File: src/rtl/mem_arb_pkg.sv
// Shared types for the I/D memory arbiter: FSM state encoding, owner
// identity and the round-robin pick used at grant time.
package mem_arb_pkg;

    typedef enum logic [2:0] {
        ST_IDLE    = 3'd0,
        ST_GRANT_I = 3'd1,
        ST_GRANT_D = 3'd2,
        ST_DONE_I  = 3'd3,
        ST_DONE_D  = 3'd4,
        ST_ERR_I   = 3'd5,
        ST_ERR_D   = 3'd6
    } state_t;

    typedef enum logic {
        OWN_I = 1'b0,
        OWN_D = 1'b1
    } owner_t;

    // On a tie the port that did not own the previous transaction wins.
    function automatic owner_t pick_owner(input logic   i_req,
                                          input logic   d_req,
                                          input owner_t last);
        owner_t sel;
        if (i_req && d_req) begin
            sel = (last == OWN_D) ? OWN_I : OWN_D;
        end else if (i_req) begin
            sel = OWN_I;
        end else begin
            sel = OWN_D;
        end
        return sel;
    endfunction

endpackage

File: src/rtl/arb_timer.sv
// Per-transaction wait counter. expired flags the cycle in which the count
// would reach TIMEOUT; TIMEOUT == 0 never expires.
module arb_timer #(
    parameter int TIMEOUT = 255
) (
    input  logic clk,
    input  logic reset,
    input  logic clear,
    input  logic enable,
    output logic expired
);

    localparam int W = (TIMEOUT > 0) ? $clog2(TIMEOUT + 1) : 1;

    logic [W-1:0] count;

    // NOTE: sequential state uses non-blocking assignments so every register
    // samples the pre-edge values of the others.
    always_ff @(posedge clk or negedge reset) begin
        if (!reset) begin
            count <= '0;
        end else if (clear) begin
            count <= '0;
        end else if (enable) begin
            count <= count + W'(1);
        end
    end

    generate
        if (TIMEOUT == 0) begin : g_off
            assign expired = 1'b0;
        end else begin : g_on
            localparam logic [W-1:0] LAST = W'(TIMEOUT - 1);
            assign expired = enable && (count == LAST);
        end
    endgenerate

endmodule

File: src/rtl/mem_arbiter.sv
// Round-robin arbiter sharing one variable-latency memory between the fetch
// (I) and load/store (D) ports, with a per-transaction timeout.
module mem_arbiter
    import mem_arb_pkg::*;
#(
    parameter int n       = 32,
    parameter int TIMEOUT = 255
) (
    input  logic         clk,
    input  logic         reset,

    input  logic         i_req,
    input  logic [n-1:0] i_addr,
    output logic         i_done,
    output logic         i_err,
    output logic [n-1:0] i_rdata,

    input  logic         d_req,
    input  logic         d_we,
    input  logic [n-1:0] d_addr,
    input  logic [n-1:0] d_wdata,
    output logic         d_done,
    output logic         d_err,
    output logic [n-1:0] d_rdata,

    output logic         mem_req,
    output logic         mem_we,
    output logic [n-1:0] mem_addr,
    output logic [n-1:0] mem_wdata,
    input  logic         mem_ack,
    input  logic [n-1:0] mem_rdata,

    output logic         busy
);

    state_t state;
    state_t state_nx;
    owner_t last_owner;
    owner_t grant_owner;
    logic   in_grant;
    logic   do_grant;
    logic   expired;

    assign in_grant    = (state == ST_GRANT_I) || (state == ST_GRANT_D);
    assign do_grant    = (state == ST_IDLE) && (i_req || d_req);
    assign grant_owner = pick_owner(i_req, d_req, last_owner);

    // Counting stops on the ack cycle, so an ack on the last allowed cycle wins.
    arb_timer #(
        .TIMEOUT (TIMEOUT)
    ) u_timer (
        .clk     (clk),
        .reset   (reset),
        .clear   (state == ST_IDLE),
        .enable  (in_grant && !mem_ack),
        .expired (expired)
    );

    // NOTE: state_nx gets a default before the case so no path leaves it
    // unassigned, which would otherwise infer a latch.
    always_comb begin
        state_nx = state;
        unique case (state)
            ST_IDLE: begin
                if (do_grant) begin
                    state_nx = (grant_owner == OWN_I) ? ST_GRANT_I : ST_GRANT_D;
                end
            end
            ST_GRANT_I: begin
                if (mem_ack) begin
                    state_nx = ST_DONE_I;
                end else if (expired) begin
                    state_nx = ST_ERR_I;
                end
            end
            ST_GRANT_D: begin
                if (mem_ack) begin
                    state_nx = ST_DONE_D;
                end else if (expired) begin
                    state_nx = ST_ERR_D;
                end
            end
            ST_DONE_I, ST_DONE_D, ST_ERR_I, ST_ERR_D: begin
                state_nx = ST_IDLE;
            end
            default: begin
                state_nx = ST_IDLE;
            end
        endcase
    end

    always_ff @(posedge clk or negedge reset) begin
        if (!reset) begin
            state <= ST_IDLE;
        end else begin
            state <= state_nx;
        end
    end

    // Request registers are loaded only at grant, so requester inputs can
    // change freely while a transaction is in flight.
    always_ff @(posedge clk or negedge reset) begin
        if (!reset) begin
            last_owner <= OWN_D;
            mem_we     <= 1'b0;
            mem_addr   <= '0;
            mem_wdata  <= '0;
        end else if (do_grant) begin
            last_owner <= grant_owner;
            if (grant_owner == OWN_I) begin
                mem_we    <= 1'b0;
                mem_addr  <= i_addr;
                mem_wdata <= '0;
            end else begin
                mem_we    <= d_we;
                mem_addr  <= d_addr;
                mem_wdata <= d_wdata;
            end
        end
    end

    always_ff @(posedge clk or negedge reset) begin
        if (!reset) begin
            i_rdata <= '0;
            d_rdata <= '0;
        end else begin
            if ((state == ST_GRANT_I) && mem_ack) begin
                i_rdata <= mem_rdata;
            end
            if ((state == ST_GRANT_D) && mem_ack && !mem_we) begin
                d_rdata <= mem_rdata;
            end
        end
    end

    // Handshake outputs decode the registered state, so reset clears them
    // without waiting for a clock edge.
    assign mem_req = in_grant;
    assign i_done  = (state == ST_DONE_I);
    assign d_done  = (state == ST_DONE_D);
    assign i_err   = (state == ST_ERR_I);
    assign d_err   = (state == ST_ERR_D);
    assign busy    = (state != ST_IDLE);

endmodule
File: config.mk
export PLATFORM = sky130hd
export DESIGN_NAME = mem_arbiter
export DESIGN_NICKNAME = d
export VERILOG_FILES = /design/src/rtl/mem_arb_pkg.sv /design/src/rtl/arb_timer.sv /design/src/rtl/mem_arbiter.sv
export SDC_FILE = /design/constraint.sdc
export NUM_CORES = 1
export LEC_CHECK = 0
export BUFFER_PORTS_ARGS = -buffer_cell sky130_fd_sc_hd__buf_2
export CORE_UTILIZATION = 32
export DETAILED_ROUTE_END_ITERATION = 6
export REMOVE_ABC_BUFFERS = 1
export SLEW_MARGIN = 25
export SYNTH_ARGS = -nofsm -noshare
export SYNTH_HDL_FRONTEND = slang
export SYNTH_SLANG_ARGS = --single-unit
File: constraint.sdc
create_clock -name clk -period 2.2 [get_ports clk]
set_input_delay 0.22 -clock clk [delete_from_list [all_inputs] [get_ports clk]]
set_output_delay 0.22 -clock clk [all_outputs]
set_load 0.02 [all_outputs]
**Word level (Yosys, flattened, before mapping)**

Index checks and enable logic that the tools add are counted.

- Bits in registers: 141
- Latch bits: 0
- Bits in writable memories: 0
- Memory bits (read-only): 0
- Memories kept: 0

- $add $sub $neg: 1
- Multiply operators: 0
- Div/mod/pow operators: 0
- $lt $le $gt $ge: 0
- Equality and inequality tests: 10
- Shifts and indexed selects: 0
- Mux-type cells: 15
- Bitwise logic cells: 0
- Reductions and logical operators: 15

Operator list:

| cell | count |
|---|---|
| 32-bit two-way mux | 2 |
| 8-bit two-way mux | 2 |
| 3-bit two-way mux | 5 |
| 3-bit == test, second input constant | 3 |
| 3-bit case mux with 3 select lines | 1 |
| 8-bit by 1-bit adder with 8-bit output, second input constant | 1 |
| 8-bit == test, second input constant | 1 |
| 1-bit logical AND | 7 |
| 3-bit by 2-bit == test with 1-bit output, second input constant | 2 |
| 3-bit != test, second input constant | 2 |
| 1-bit two-way mux | 4 |
| 3-bit by 1-bit == test with 1-bit output, second input constant | 1 |
| 3-bit zero test | 1 |
| 3-bit AND reduction | 1 |
| 3-bit nonzero test | 1 |
| 1-bit zero test | 2 |
| 1-bit logical OR | 2 |
| 2-bit two-way mux | 1 |
| 2-bit != test, second input constant | 1 |
| 2-bit nonzero test | 1 |

**Logic depth before layout (Yosys ltp)**

- Depth in word-level cells: 7
- Depth in mapped cells: 6
- Depth with buffers taken out: 5

**Hierarchy**

A second synthesis with hierarchy kept.

- Cell total of the unflattened synthesis: 492
- Area total of the unflattened synthesis: 5964.5 µm²

By module, submodules not included:

| module | instances | cells each | area each (µm²) |
|---|---|---|---|
| mem_arbiter | 1 | 451 | 5552.8 |
| arb_timer | 1 | 41 | 411.6 |

**Worst setup path after synthesis**

Ideal clock, no wire load.

- Path type: reg-to-reg
- From: reg state[1]
- To: reg i_rdata[10]
- Library setup time: 0.125 ns
- Arrival time: 1.490 ns
- Data required time: 2.075 ns
- Setup slack: 0.585 ns
- Stages on the path, launching flop included: 7
- Cell sequence: dfrtp_1 > buf_4 > nor2_1 > and3_1 > clkbuf_1 > buf_2 > mux2_2

- Word-level cells in the longest chain between the ends: 2

Ends and longest elaborated chain:

| element | line | text |
|---|---|---|
| from (decl) | mem_arbiter.sv:36 | `state_t state;` |
| from (signal assigned) | mem_arbiter.sv:96 | `state <= state_nx;` |
| 3-bit by 1-bit == test with 1-bit output | mem_arbiter.sv:127 | `if ((state == ST_GRANT_I) && mem_ack) begin` |
| 1-bit logical AND | mem_arbiter.sv:127 |  |
| to (signal assigned) | mem_arbiter.sv:128 | `i_rdata <= mem_rdata;` |
| to (decl) | mem_arbiter.sv:16 | `output logic [n-1:0] i_rdata,` |

Every way passes these cells.
A chain may end at the register's enable or synchronous reset.

**Worst setup path in the final report**

- From: reg state[1]
- To: out busy

- Word-level cells in the longest chain between the ends: 1

Ends and longest elaborated chain:

| element | line | text |
|---|---|---|
| 3-bit nonzero test | mem_arbiter.sv:143 | `assign busy = (state != ST_IDLE);` |
| to (decl) | mem_arbiter.sv:33 | `output logic busy` |

Every way passes these cells.

==> reports/qor.json <==
{
  "port_buffers": {"value": 268},
  "finalCritPeriodShare": {"value": 92.61, "unit": "%"},
  "worstMarginPinSlew": {"value": 611.4, "unit": "ps"},
  "drt_first_iter_violations": {"value": 205},
  "grt_antenna_before_repair": {"value": 0},
  "worstSetupPathType": {"value": "reg -> out"},
  "post_drt_via_cell_ratio": {"value": 4.948},
  "gr-usage-all-layers": {"value": 18.14, "unit": "%"},
  "worst_slew_margin_rel": {"value": 59.24, "unit": "%"},
  "post_layout_nonfiller_instances": {"value": 1080},
  "irDropWorstVdd": {"value": 0.5543, "unit": "mV"},
  "synth-edff-count": {"value": 0},
  "total_leakage_power": {"value": 3.847, "unit": "nW"},
  "final_max_slew_viols": {"value": 0},
  "cts.sinks": {"value": 141},
  "dieArea": {"value": 0.01987, "unit": "mm^2"},
  "yosys_warnings": {"value": 0},
  "clk_latency": {"value": 410, "unit": "ps"},
  "maxCapViolCount": {"value": 0},
  "core_area": {"value": 0.01883, "unit": "mm^2"},
  "num_antenna_cells": {"value": 0},
  "fp.dieW": {"value": 141.0, "unit": "um"},
  "timing.critical_path.fanout_max": {"value": 24},
  "drtPass1Iterations": {"value": 5},
  "synth.yosys.seq_area_share": {"value": 57.12, "unit": "%"},
  "kind_of_end_point_of_the_critical_path": {"value": "output pin"},
  "tritoncts.num_buffers": {"value": 17},
  "netlist-cell-type-count": {"value": 43},
  "finalPower": {"value": 0.01294, "unit": "W"},
  "ys_ff_latch": {"value": 141},
  "netlist.area_leader.share": {"value": 56.69, "unit": "%"},
  "root_buffer": {"value": "sky130_fd_sc_hd__clkbuf_16"},
  "tritoncts_clock_tree": {"value": "yes"},
  "synth_ff_type": {"value": "sky130_fd_sc_hd__dfrtp_1"},
  "post_synth_main_area_contributors": {"value": "sky130_fd_sc_hd__dfrtp_1, sky130_fd_sc_hd__mux2_2, sky130_fd_sc_hd__mux2_1, sky130_fd_sc_hd__o21ai_1, sky130_fd_sc_hd__o21ai_0"},
  "worst_clock_skew": {"value": 7.825, "unit": "ps"},
  "dp_hpwl": {"value": 11820, "unit": "um"},
  "synth_most_common_cell": {"value": "sky130_fd_sc_hd__dfrtp_1"},
  "vias": {"value": 5344},
  "fin_util": {"value": 44.82, "unit": "%"},
  "die_h": {"value": 141.0, "unit": "um"},
  "stdcell_area": {"value": 0.008439, "unit": "mm^2"},
  "initial_core_util": {"value": 32.82, "unit": "%"},
  "cts_max_path_buffers": {"value": 2},
  "final-hold-violation-count": {"value": 0},
  "whs": {"value": 39.84, "unit": "ps"},
  "layout-drive-gt1-share": {"value": 44.88, "unit": "%"},
  "timing.hold.worst.class": {"value": "in -> reg"},
  "drc": {"value": 0},
  "grt_overflow": {"value": 0},
  "post_synth_inst_count": {"value": 555},
  "fillers": {"value": 1822},
  "synthArstFlopShare": {"value": 100.0, "unit": "%"},
  "count_of_antenna_violating_nets_left_after_detailed_routing": {"value": 0},
  "setup_viol_count_final": {"value": 0},
  "cp_data_required_time": {"value": 1980, "unit": "ps"},
  "first_global_vias": {"value": 5400},
  "route.detailed.wl_per_inst": {"value": 16.38, "unit": "um"},
  "global_route_wire_length_before_repair": {"value": 28220, "unit": "um"},
  "area_growth_syn_to_layout": {"value": 36.57, "unit": "%"},
  "placed_cell_area": {"value": 0.007861, "unit": "mm^2"},
  "ctsHtreeMaxLevel": {"value": 4},
  "crit_arrival": {"value": 1820, "unit": "ps"},
  "grt_start_max_net_pins": {"value": 67},
  "finish.net_count": {"value": 943},
  "syn-cell-area": {"value": 0.006180, "unit": "mm^2"},
  "post_synth.cell_area_avg": {"value": 11.13, "unit": "um^2"},
  "boundaryPins": {"value": 269},
  "fp-row-count": {"value": 50},
  "power.density": {"value": 1534, "unit": "mW/mm^2"},
  "place.gp.congestion": {"value": 0.7660},
  "synthDominantAreaCellType": {"value": "sky130_fd_sc_hd__dfrtp_1"},
  "synth_commonest_cells": {"value": "sky130_fd_sc_hd__dfrtp_1, sky130_fd_sc_hd__o21ai_1, sky130_fd_sc_hd__o21ai_0"},
  "period_minus_slack": {"value": 2038, "unit": "ps"},
  "postRouteWirelength": {"value": 17690, "unit": "um"},
  "worstSetupStartpointType": {"value": "flip-flop"},
  "timing.fmax": {"value": 490.8, "unit": "MHz"},
  "run_status": {"value": "finished, final reports clean"},
  "cts.reportedPaths.clkPinSlew": {"value": 60, "unit": "ps"},
  "place.detailed.instances": {"value": 1047},
  "rsz0062_at_grt": {"value": "no"}
}
[layout make-up]
| class | instances | area (um^2) | share of cell area, % |
|---|---|---|---|
| Sequential cell | 141 | 3533 | 41.87 |
| Multi-Input combinational cell | 352 | 2402 | 28.47 |
| Timing Repair Buffer | 290 | 1603 | 18.99 |
| Clock buffer | 18 | 429.2 | 5.085 |
| Tap cell | 260 | 325.3 | 3.855 |
| Clock inverter | 14 | 127.6 | 1.512 |
| Inverter | 5 | 18.77 | 0.2224 |
[kinds of logic (layout without fill, tap and decap cells)]
kind of cell / after synthesis / in the layout / share of synthesized area, %
compound gates: 239 / 239 / 21.62
buf+inv: 62 / 327 / 4.333
fa+ha+maj: 2 / 2 / 0.4049
simple gates: 41 / 41 / 3.908
flops: 141 / 141 / 57.12
mux: 69 / 69 / 12.47
xor+xnor: 1 / 1 / 0.1418
[per-stage QoR]
stage	TNS, ps	setup WS, ps
6_report	0	162.5
5_1_grt	0	57.02
4_1_cts	0	65.14
3_5_place_dp	0	515.4
3_3_place_gp	0	537.3
2_1_floorplan	-44020	-974.1
[flip-flops by register name, indices dropped and copies added (netlist names)]
name and flops:
d_rdata 32, i_rdata 32, last_owner 1, mem_addr 32, mem_wdata 32, mem_we 1
state 3, u_timer.count 8
[power breakdown]
part | internal [W] | switching (W) | total [W]
sequential | 0.00381 | 0.000649 | 0.00446
clock | 0.00149 | 0.00122 | 0.00271
combinational | 0.00212 | 0.00365 | 0.00578
[repair_timing]
| item | CTS | global route |
|---|---|---|
| setup buffers | 0 | 0 |
| hold buffers | 1 | 0 |
| resized for setup | 0 | 4 |
| setup endpoints to repair | 0 | 2 |
| endpoints found under the hold margin | 56 | 0 |
[cells in the final DEF, fill, tap and decap left out, types with 3 or more instances in the layout]
master / instances
sky130_fd_sc_hd__buf_2: 267
sky130_fd_sc_hd__dfrtp_1: 137
sky130_fd_sc_hd__o21ai_1: 68
sky130_fd_sc_hd__o21ai_0: 66
sky130_fd_sc_hd__a21oi_1: 34
sky130_fd_sc_hd__mux2_2: 33
sky130_fd_sc_hd__o211ai_1: 32
sky130_fd_sc_hd__a31oi_1: 32
sky130_fd_sc_hd__mux2_1: 31
sky130_fd_sc_hd__clkbuf_16: 17
sky130_fd_sc_hd__buf_4: 14
sky130_fd_sc_hd__nand2_1: 11
sky130_fd_sc_hd__buf_12: 7
sky130_fd_sc_hd__nor2_1: 5
sky130_fd_sc_hd__mux2i_1: 5
sky130_fd_sc_hd__clkinvlp_4: 4
sky130_fd_sc_hd__inv_8: 4
sky130_fd_sc_hd__inv_1: 3
sky130_fd_sc_hd__clkinv_4: 3
sky130_fd_sc_hd__inv_6: 3
sky130_fd_sc_hd__dfrtp_2: 3
[routing by layer]
| metal | vias up | global-route usage, % | routed length [um] |
|---|---|---|---|
| li1 | 2544 | - | - |
| met1 | 2565 | 23.45 | 8027 |
| met2 | 217 | 29.17 | 8244 |
| met3 | 16 | 5.469 | 1145 |
| met4 | 2 | 5.606 | 212 |
| met5 | - | 0 | 60 |
[worst max-delay path, stage by stage, from the launching register on]
cell and delay, ps:
sky130_fd_sc_hd__dfrtp_2 480, sky130_fd_sc_hd__nor3_4 80, sky130_fd_sc_hd__inv_2 280, sky130_fd_sc_hd__buf_4 340
sky130_fd_sc_hd__buf_2 220
[final timing paths]
kind,from,to,slack (ps),cells past startpoint
worst max register to register,u_timer.count[0]$_DFFE_PN0P_,u_timer.count[6]$_DFFE_PN0P_,530,4
max in group asynchronous,reset,last_owner$_DFFE_PN1P_,1190,3
worst min register to register,d_rdata[16]$_DFFE_PN0P_,d_rdata[16]$_DFFE_PN0P_,480,1
worst max-delay path,state[1]$_DFFE_PN0P_,busy,160,4
min in group asynchronous,reset,i_rdata[0]$_DFFE_PN0P_,380,2
worst min-delay path,mem_rdata[4],d_rdata[4]$_DFFE_PN0P_,40,2
Power figures use the tool's default switching activity.
